--- config.mk ---
export PLATFORM = sky130hd
export DESIGN_NAME = load_store_unit
export DESIGN_NICKNAME = d
export VERILOG_FILES = /design/src/rtl/load_store_unit.sv
export SDC_FILE = /design/constraint.sdc
export NUM_CORES = 1
export LEC_CHECK = 0
export BUFFER_PORTS_ARGS = -buffer_cell sky130_fd_sc_hd__buf_2
export CAP_MARGIN = 20
export CELL_PAD_IN_SITES_DETAIL_PLACEMENT = 0
export CELL_PAD_IN_SITES_GLOBAL_PLACEMENT = 1
export CORE_ASPECT_RATIO = 2
export CORE_MARGIN = 10
export CORE_UTILIZATION = 40
export CTS_CLUSTER_DIAMETER = 30
export CTS_CLUSTER_SIZE = 20
export DETAILED_ROUTE_END_ITERATION = 12
export MAX_ROUTING_LAYER = met4
export PLACE_DENSITY = 0.86
export SETUP_SLACK_MARGIN = 0.2
export SLEW_MARGIN = 10
export SYNTH_ARGS = -nofsm -noshare
export SYNTH_HDL_FRONTEND = slang
export SYNTH_SLANG_ARGS = --single-unit
--- constraint.sdc ---
create_clock -name clk -period 10.8 [get_ports clk]
set_input_delay 3.24 -clock clk [delete_from_list [all_inputs] [get_ports clk]]
set_output_delay 3.24 -clock clk [all_outputs]
set_load 0.005 [all_outputs]
--- src/rtl/load_store_unit.sv ---
// RISC-V load/store unit: aligns core accesses onto a word-wide memory port
// and returns sign/zero-extended load results to the register file.
module load_store_unit #(
    parameter int TIMEOUT = 255
) (
    input  logic        clk,
    input  logic        rst,
    input  logic        req_valid,
    output logic        req_ready,
    input  logic        req_we,
    input  logic [2:0]  req_funct3,
    input  logic [31:0] req_addr,
    input  logic [31:0] req_wdata,
    input  logic [4:0]  req_rd,
    output logic        mem_req,
    output logic        mem_we,
    output logic [31:0] mem_addr,
    output logic [3:0]  mem_be,
    output logic [31:0] mem_wdata,
    input  logic        mem_gnt,
    input  logic        mem_rvalid,
    input  logic [31:0] mem_rdata,
    output logic        wb_en,
    output logic [4:0]  wb_addr,
    output logic [31:0] wb_data,
    output logic        err
);

    typedef enum logic [1:0] {
        S_IDLE,
        S_REQ,
        S_WAIT,
        S_WB
    } state_t;

    localparam logic [15:0] LP_TIMEOUT = 16'(TIMEOUT);

    state_t      r_state;
    state_t      w_state_nxt;
    logic [31:0] r_addr;
    logic [31:0] r_wdata;
    logic [2:0]  r_funct3;
    logic        r_we;
    logic [4:0]  r_rd;
    logic [15:0] r_cnt;
    logic        r_err;
    logic [4:0]  r_wb_addr;
    logic [31:0] r_wb_data;

    logic        w_legal;
    logic        w_accept;
    logic        w_abort;
    logic        w_busy;
    logic        w_timeout;
    logic [31:0] w_byte_sh;
    logic [31:0] w_half_sh;
    logic [31:0] w_load;
    logic [3:0]  w_be;
    logic [31:0] w_wdata;

    always_comb begin
        w_legal = 1'b0;
        case (req_funct3)
            3'b000:  w_legal = 1'b1;
            3'b001:  w_legal = !req_addr[0];
            3'b010:  w_legal = (req_addr[1:0] == 2'b00);
            3'b100:  w_legal = !req_we;
            3'b101:  w_legal = !req_we && !req_addr[0];
            default: w_legal = 1'b0;
        endcase
    end

    assign w_busy    = (r_state == S_REQ) || (r_state == S_WAIT);
    // Abort once this cycle would be the TIMEOUT-th spent in REQ/WAIT
    assign w_timeout = w_busy && ((r_cnt + 16'd1) == LP_TIMEOUT);

    always_ff @(posedge clk or posedge rst) begin
        if (rst) begin
            r_state <= S_IDLE;
        end else begin
            r_state <= w_state_nxt;
        end
    end

    always_comb begin
        w_state_nxt = r_state;
        w_accept    = 1'b0;
        w_abort     = 1'b0;
        case (r_state)
            S_IDLE: begin
                if (req_valid) begin
                    w_accept = 1'b1;
                    if (w_legal) begin
                        w_state_nxt = S_REQ;
                    end else begin
                        w_abort = 1'b1;
                    end
                end
            end
            S_REQ: begin
                if (mem_gnt) begin
                    w_state_nxt = r_we ? S_IDLE : S_WAIT;
                end else if (w_timeout) begin
                    w_state_nxt = S_IDLE;
                    w_abort     = 1'b1;
                end
            end
            S_WAIT: begin
                if (mem_rvalid) begin
                    w_state_nxt = S_WB;
                end else if (w_timeout) begin
                    w_state_nxt = S_IDLE;
                    w_abort     = 1'b1;
                end
            end
            S_WB: begin
                w_state_nxt = S_IDLE;
            end
            default: begin
                w_state_nxt = S_IDLE;
            end
        endcase
    end

    assign w_byte_sh = mem_rdata >> {r_addr[1:0], 3'b000};
    assign w_half_sh = mem_rdata >> {r_addr[1], 4'b0000};

    always_comb begin
        w_load = mem_rdata;
        case (r_funct3)
            3'b000:  w_load = {{24{w_byte_sh[7]}}, w_byte_sh[7:0]};
            3'b001:  w_load = {{16{w_half_sh[15]}}, w_half_sh[15:0]};
            3'b100:  w_load = {24'd0, w_byte_sh[7:0]};
            3'b101:  w_load = {16'd0, w_half_sh[15:0]};
            default: w_load = mem_rdata;
        endcase
    end

    always_comb begin
        w_be    = 4'b1111;
        w_wdata = r_wdata;
        case (r_funct3[1:0])
            2'b00: begin
                w_be    = 4'b0001 << r_addr[1:0];
                w_wdata = {4{r_wdata[7:0]}};
            end
            2'b01: begin
                w_be    = 4'b0011 << r_addr[1:0];
                w_wdata = {2{r_wdata[15:0]}};
            end
            default: begin
                w_be    = 4'b1111;
                w_wdata = r_wdata;
            end
        endcase
    end

    always_ff @(posedge clk or posedge rst) begin
        if (rst) begin
            r_addr    <= 32'd0;
            r_wdata   <= 32'd0;
            r_funct3  <= 3'd0;
            r_we      <= 1'b0;
            r_rd      <= 5'd0;
            r_cnt     <= 16'd0;
            r_err     <= 1'b0;
            r_wb_addr <= 5'd0;
            r_wb_data <= 32'd0;
        end else begin
            r_err <= w_abort;
            if (w_accept) begin
                r_addr   <= req_addr;
                r_wdata  <= req_wdata;
                r_funct3 <= req_funct3;
                r_we     <= req_we;
                r_rd     <= req_rd;
                r_cnt    <= 16'd0;
            end else if (w_busy) begin
                r_cnt <= r_cnt + 16'd1;
            end
            // x0 loads leave the visible writeback bundle untouched
            if ((r_state == S_WAIT) && mem_rvalid && (r_rd != 5'd0)) begin
                r_wb_addr <= r_rd;
                r_wb_data <= w_load;
            end
        end
    end

    assign req_ready = (r_state == S_IDLE) && !rst;
    assign mem_req   = (r_state == S_REQ);
    assign mem_we    = mem_req && r_we;
    assign mem_addr  = {r_addr[31:2], 2'b00};
    assign mem_be    = mem_req ? w_be : 4'b0000;
    assign mem_wdata = w_wdata;
    assign wb_en     = (r_state == S_WB) && (r_rd != 5'd0);
    assign wb_addr   = r_wb_addr;
    assign wb_data   = r_wb_data;
    assign err       = r_err;

endmodule

==> out/metrics.csv, run 1 <==
metric,value,unit
worstSetupPathType,input pin to output pin,
worstSkewPairLatency,410,ps
portBuffers,217,
avgSynthCellArea,8.50,um2
synth_most_common_cell,nand2_1,
tightest_slew,970,ps
relSlewSlack,35.1,%
dr_total_vias,5736,
synthFlopType,dfrtp_1,
synth_warnings,0,
via_per_inst,4.97,
synth_top_area_share,49.0,%
grt_pass1_vias,5849,
grt_max_degree,81,
cp.arrival,3570,ps
power.leakage,4.25,nW
yosys-top-cells-count,"nand2_1 (286), dfrtp_1 (129), nor2_1 (65)",
core_area,16200,um2
min_period,6810,ps
ir_drop,0.000173,V
routed_wl,20600,um
die_w,111,um
path_max_fanout,2,
fmax,0.147,GHz
cts_sinks,129,
power,2.42,mW
hold_viol_final,0,
syn-cell-area,6590,um2
antenna_left,0,
postSynthCellCount,775,
cts-htree-levels,4,
post_cts_buffers,0,
root_buffer,clkbuf_16,
clk_pin_slew,60,ps
yosysSeqAreaShare,49.0,%
clk_path_buf_depth,2,
synth_largest_area_cell,dfrtp_1,
grt_antenna_before_repair,2,
holdWs,467,ps
maxSlewViolCount,0,
grt_use_total,18.6,%
rsz0062_at_grt,no,
p_per_area,298,nW/um2
num_rows,66,
place_hpwl,15400,um
drive_above_1_share,29.5,%
cts.repair.resized,0,
ioPinCount,220,
dieHeight,201,um
finClkSkew,9.13,ps
wl_per_cell,17.9,um
cap_violations,0,
ys_top_cells_by_area,"dfrtp_1 (49%), nand2_1 (16%), buf_4 (4.6%)",
synth-seq-cells,129,
grt_first_pass_wirelength,32600,um
setup_viol,0,
synth_cell_type_count,53,
end_kind,output pin,
tritoncts,yes,
cp.required,7560,ps
die_area,22300,um2
fin_setup_tns,0,ps
area.growth.synth_to_final,23.2,%
post-route-period-util,63.1,%
firstDrtPassIters,4,
synth_enable_flop_cells,0,
async_flop_share,100,%
initial_core_util,40.7,%
drc,0,
hold_buffers,0,
hold_class,flip-flop to flip-flop,
grt_overflow,0,
critPathLaunchType,input pin,
gp_congestion,0.856,
nets,1051,
drt_iter0_drc,198,
status,completed,
cts_buffers,17,
==> sequential cells by signal, indices dropped and copies added (netlist names) <==
register  cells
err           1
r_addr       32
wb_data      32
r_rd          5
r_cnt        16
r_we          1
r_funct3      3
r_state       2
r_wdata      32
wb_addr       5
==> power breakdown <==
group,total [mW],internal [mW],switching (mW)
Sequential,0.866,0.694,0.172
Clock,0.579,0.368,0.211
Combinational,0.976,0.421,0.555
==> area by class of cell <==
type	count	area, um2
multi-input cells	557	2870
flip-flops and latches	129	3230
inverters	8	32.5
repair buffers	222	1120
fillers	1639	8070
well taps	204	255
clock buffers	22	494
clock inverters	9	105
diodes	2	5.00
==> critical path, stage by stage <==
cell and delay (ps):
buf_2 120, nor2b_1 100, buf_2 120
==> cell families (layout without fill, tap and decap cells) <==
group	Yosys count	in the layout	synth area share, %
simple gates	395	395	24.4
mux	35	35	5.81
other cells	1	4	0.0569
fa+ha+maj	6	6	1.14
buf+inv	90	261	7.56
compound gates	102	102	9.75
xor+xnor	17	17	2.26
flops	129	129	49.0
==> per-stage QoR <==
step                      area [um2]  setup slack [ps]  utilization, %  instances
after floorplan                 6590              4120               -        776
after global placement          7510              3980            46.4       1120
after detailed placement        7510              3980            46.4       1120
after CTS                       8110              3980            50.1       1151
after global routing            8110              3930            50.1       1153
final                           8110              3990            50.1       1153
==> cell usage in the layout (no fill, tap or decap), types with 2 or more instances in the layout <==
cell and instances:
o21ai_1 10, o21ai_0 20, a221oi_1 7, a21oi_1 29, mux2i_1 18, clkbuf_8 5
a22o_1 8, nor2b_1 5, clkinv_2 3, ha_1 6, and2_1 2, clkinvlp_4 4
a31oi_1 10, xor2_1 11, xnor2_1 6, nor2_1 65, and3_1 4, buf_4 5
conb_1 2, inv_1 7, buf_2 217, mux2_2 16, nand2_1 285, dfrtp_1 128
bufinv_16 2, nand3_1 6, clkbuf_16 17, or2_2 2, o21a_1 3, and4_1 3
nor3_1 3, nand4_1 6, diode_2 2, a21o_1 2, or3_1 4
==> worst paths after layout <==
check	from	to	slack, ps	cells past startpoint
max reg2reg	r_funct3[0]	wb_data[10]	8070	5
max in group asynchronous	rst	r_funct3[1]	6330	3
max	rst	req_ready	3990	3
min reg2reg	r_addr[27]	r_addr[27]	470	2
min	r_addr[27]	r_addr[27]	470	2
min in group asynchronous	rst	r_addr[25]	2980	2
==> routing by layer <==
layer	vias to the layer above	global-route usage (%)	share of wire (%)
met5	-	-	0
met4	0	7.24	2.6
met3	26	3.87	3.8
met2	161	33.8	56
met1	2725	19.1	38
li1	2824	-	-
(Power assumes the default switching activity.)
==> inputs of run 2 (changes only) <==
--- a/config.mk
+++ b/config.mk
@@ -11,12 +11,12 @@
 export CELL_PAD_IN_SITES_GLOBAL_PLACEMENT = 1
 export CORE_ASPECT_RATIO = 2
 export CORE_MARGIN = 10
-export CORE_UTILIZATION = 40
+export CORE_UTILIZATION = 37
 export CTS_CLUSTER_DIAMETER = 30
 export CTS_CLUSTER_SIZE = 20
 export DETAILED_ROUTE_END_ITERATION = 12
 export MAX_ROUTING_LAYER = met4
-export PLACE_DENSITY = 0.86
+export PLACE_DENSITY = 0.81
 export SETUP_SLACK_MARGIN = 0.2
 export SLEW_MARGIN = 10
 export SYNTH_ARGS = -nofsm -noshare
==> constraint.sdc (replaced) <==
create_clock -name clk -period 6.6 [get_ports clk]
set_input_delay 1.98 -clock clk [delete_from_list [all_inputs] [get_ports clk]]
set_output_delay 1.98 -clock clk [all_outputs]
set_load 0.005 [all_outputs]
==> run 2 against run 1 <==
Effect of this change:
- die area up 7.0%
- total power grew 64%
- routed wire length decreased by 5.9%
- clock power up 68%
- sequential share of layout area shrank 0.11 points
- flip-flop and latch count did not move
- worst setup slack lost 2000 ps
- first-iteration DRC count increased by 11%
- critical path type is now flip-flop to output pin
- highest routed layer unchanged
==> out/metrics.csv, run 2 (same netlist as run 1, synthesis figures left out) <==
metric,value,unit
fin_setup_tns,0,ps
cts_sinks,129,
nFillCells,1774,
tightest_slew,985,ps
switching_power,1.55,mW
gp_congestion,0.826,
finClkSkew,11.9,ps
grt_first_pass_wirelength,31400,um
grt_use_total,16.7,%
hold_class,flip-flop to flip-flop,
cp.required,4620,ps
cap_violations,0,
cp.arrival,2600,ps
post-route-period-util,69.4,%
grt_antenna_before_repair,3,
grt_pass1_vias,5901,
grt_overflow,0,
core_area,17600,um2
firstDrtPassIters,5,
drt_iter0_drc,220,
final_cell_mix,"nand2_1 (285), buf_2 (217), dfrtp_1 (128)",
p_comb_share,39.6,%
place_hpwl,14300,um
relSlewSlack,34.1,%
post_cts_buffers,0,
ioPinCount,220,
fmax,0.218,GHz
setup_viol,0,
maxSlewViolCount,0,
cts-htree-levels,4,
grt_max_degree,78,
routed_wl,19400,um
rsz0062_at_grt,no,
drc,0,
cts_buffers,17,
worst_path_max_delay_cell,nor2_1,
dieHeight,209,um
die_w,114,um
via_per_inst,4.89,
ir_drop,0.000229,V
dr_total_vias,5690,
area.growth.synth_to_final,23.5,%
tritoncts,yes,
drive_above_1_share,29.4,%
final_cell_area,8140,um2
portBuffers,217,
worstSkewPairLatency,420,ps
path_cells,"nor2_1, mux2_2, buf_2",
num_rows,69,
power.share.clock,24.5,%
end_kind,output pin,
clk_pin_slew,70,ps
path_max_fanout,22,
hold_viol_final,0,
root_buffer,clkbuf_16,
antenna_left,0,
die_area,23900,um2
layout_commonest_cell,nand2_1,
seq_power_share,35.9,%
min_period,4580,ps
initial_core_util,37.4,%
postPlaceCellArea,7520,um2
worstSetupPathType,flip-flop to output pin,
critPathLaunchType,flip-flop,
hold_buffers,0,
cts.repair.resized,0,
p_int,2.42,mW
status,completed,
power.leakage,4.26,nW
wl_per_cell,16.7,um
critical-path-max-stage-delay,910,ps
nets,1051,
clk_path_buf_depth,2,
swShare,39.0,%
p_per_area,488,nW/um2
-- run 2: cell count changes in the layout (fill, tap and decap cells not counted), sizes merged --
cell      previous run  this run
clkbuf              22        18
inv                  8        12
clkinvlp             4         3
diode                2         3
clkinv               3         4
bufinv               2         3
-- run 2: cell type report --
cell class                      count  area, um2  area share, %
Multi-Input combinational cell    557       2870           35.3
Sequential cell                   129       3230           39.7
Antenna cell                        3       7.51         0.0923
Clock buffer                       18        429           5.28
Timing Repair Buffer              222       1120           13.8
Tap cell                          213        267           3.28
Inverter                            8       32.5          0.400
Clock inverter                     14        179           2.20
-- run 2: path summary, 6_finish.rpt --
path	start	endpoint	slack, ps	cells past startpoint
max	r_funct3[0]	mem_wdata[15]	2020	3
min	r_addr[28]	r_addr[28]	470	2
max reg2reg	r_funct3[0]	wb_data[10]	3850	5
min reg2reg	r_addr[28]	r_addr[28]	470	2
max in group asynchronous	rst	r_addr[11]	3560	3
min in group asynchronous	rst	wb_data[16]	1790	2
-- run 2: worst max-delay path: cells and delay by family (launching register included) --
| family | cells | cell delay, ps |
|---|---|---|
| buf+inv | 1 | 130 |
| flops | 1 | 710 |
| mux | 1 | 420 |
| simple gates | 1 | 910 |
-- run 2: stage by stage --
| stage | cells | power (mW) | hold WS [ps] | util (%) | setup slack [ps] |
|---|---|---|---|---|---|
| after floorplan | 776 | 2.49 | 440 | - | 1180 |
| after global placement | 1129 | 3.00 | 453 | 42.7 | 2310 |
| after detailed placement | 1129 | 3.05 | 458 | 42.7 | 2300 |
| after CTS | 1161 | 4.04 | 475 | 46.1 | 1960 |
| after global routing | 1164 | 4.32 | 489 | 46.2 | 1850 |
| final | 1164 | 3.97 | 468 | 46.2 | 2020 |
-- run 2: power by group through the flow --
stage | Sequential [mW] | Clock [mW] | Combinational [mW]
final | 1.43 | 0.973 | 1.57
after global routing | 1.48 | 1.03 | 1.80
after CTS | 1.43 | 1.00 | 1.61
after detailed placement | 1.44 | 0 | 1.61
after global placement | 1.42 | 0 | 1.58
after floorplan | 1.33 | 0 | 1.16
-- run 2: per-layer routing --
| layer | GRT usage (%) | vias to the layer above | share of wire (%) |
|---|---|---|---|
| met5 | - | - | 0 |
| met4 | 5.21 | 0 | 1.1 |
| met3 | 7.06 | 16 | 10 |
| met2 | 23.4 | 236 | 43 |
| met1 | 21.3 | 2618 | 45 |
| li1 | - | 2820 | - |
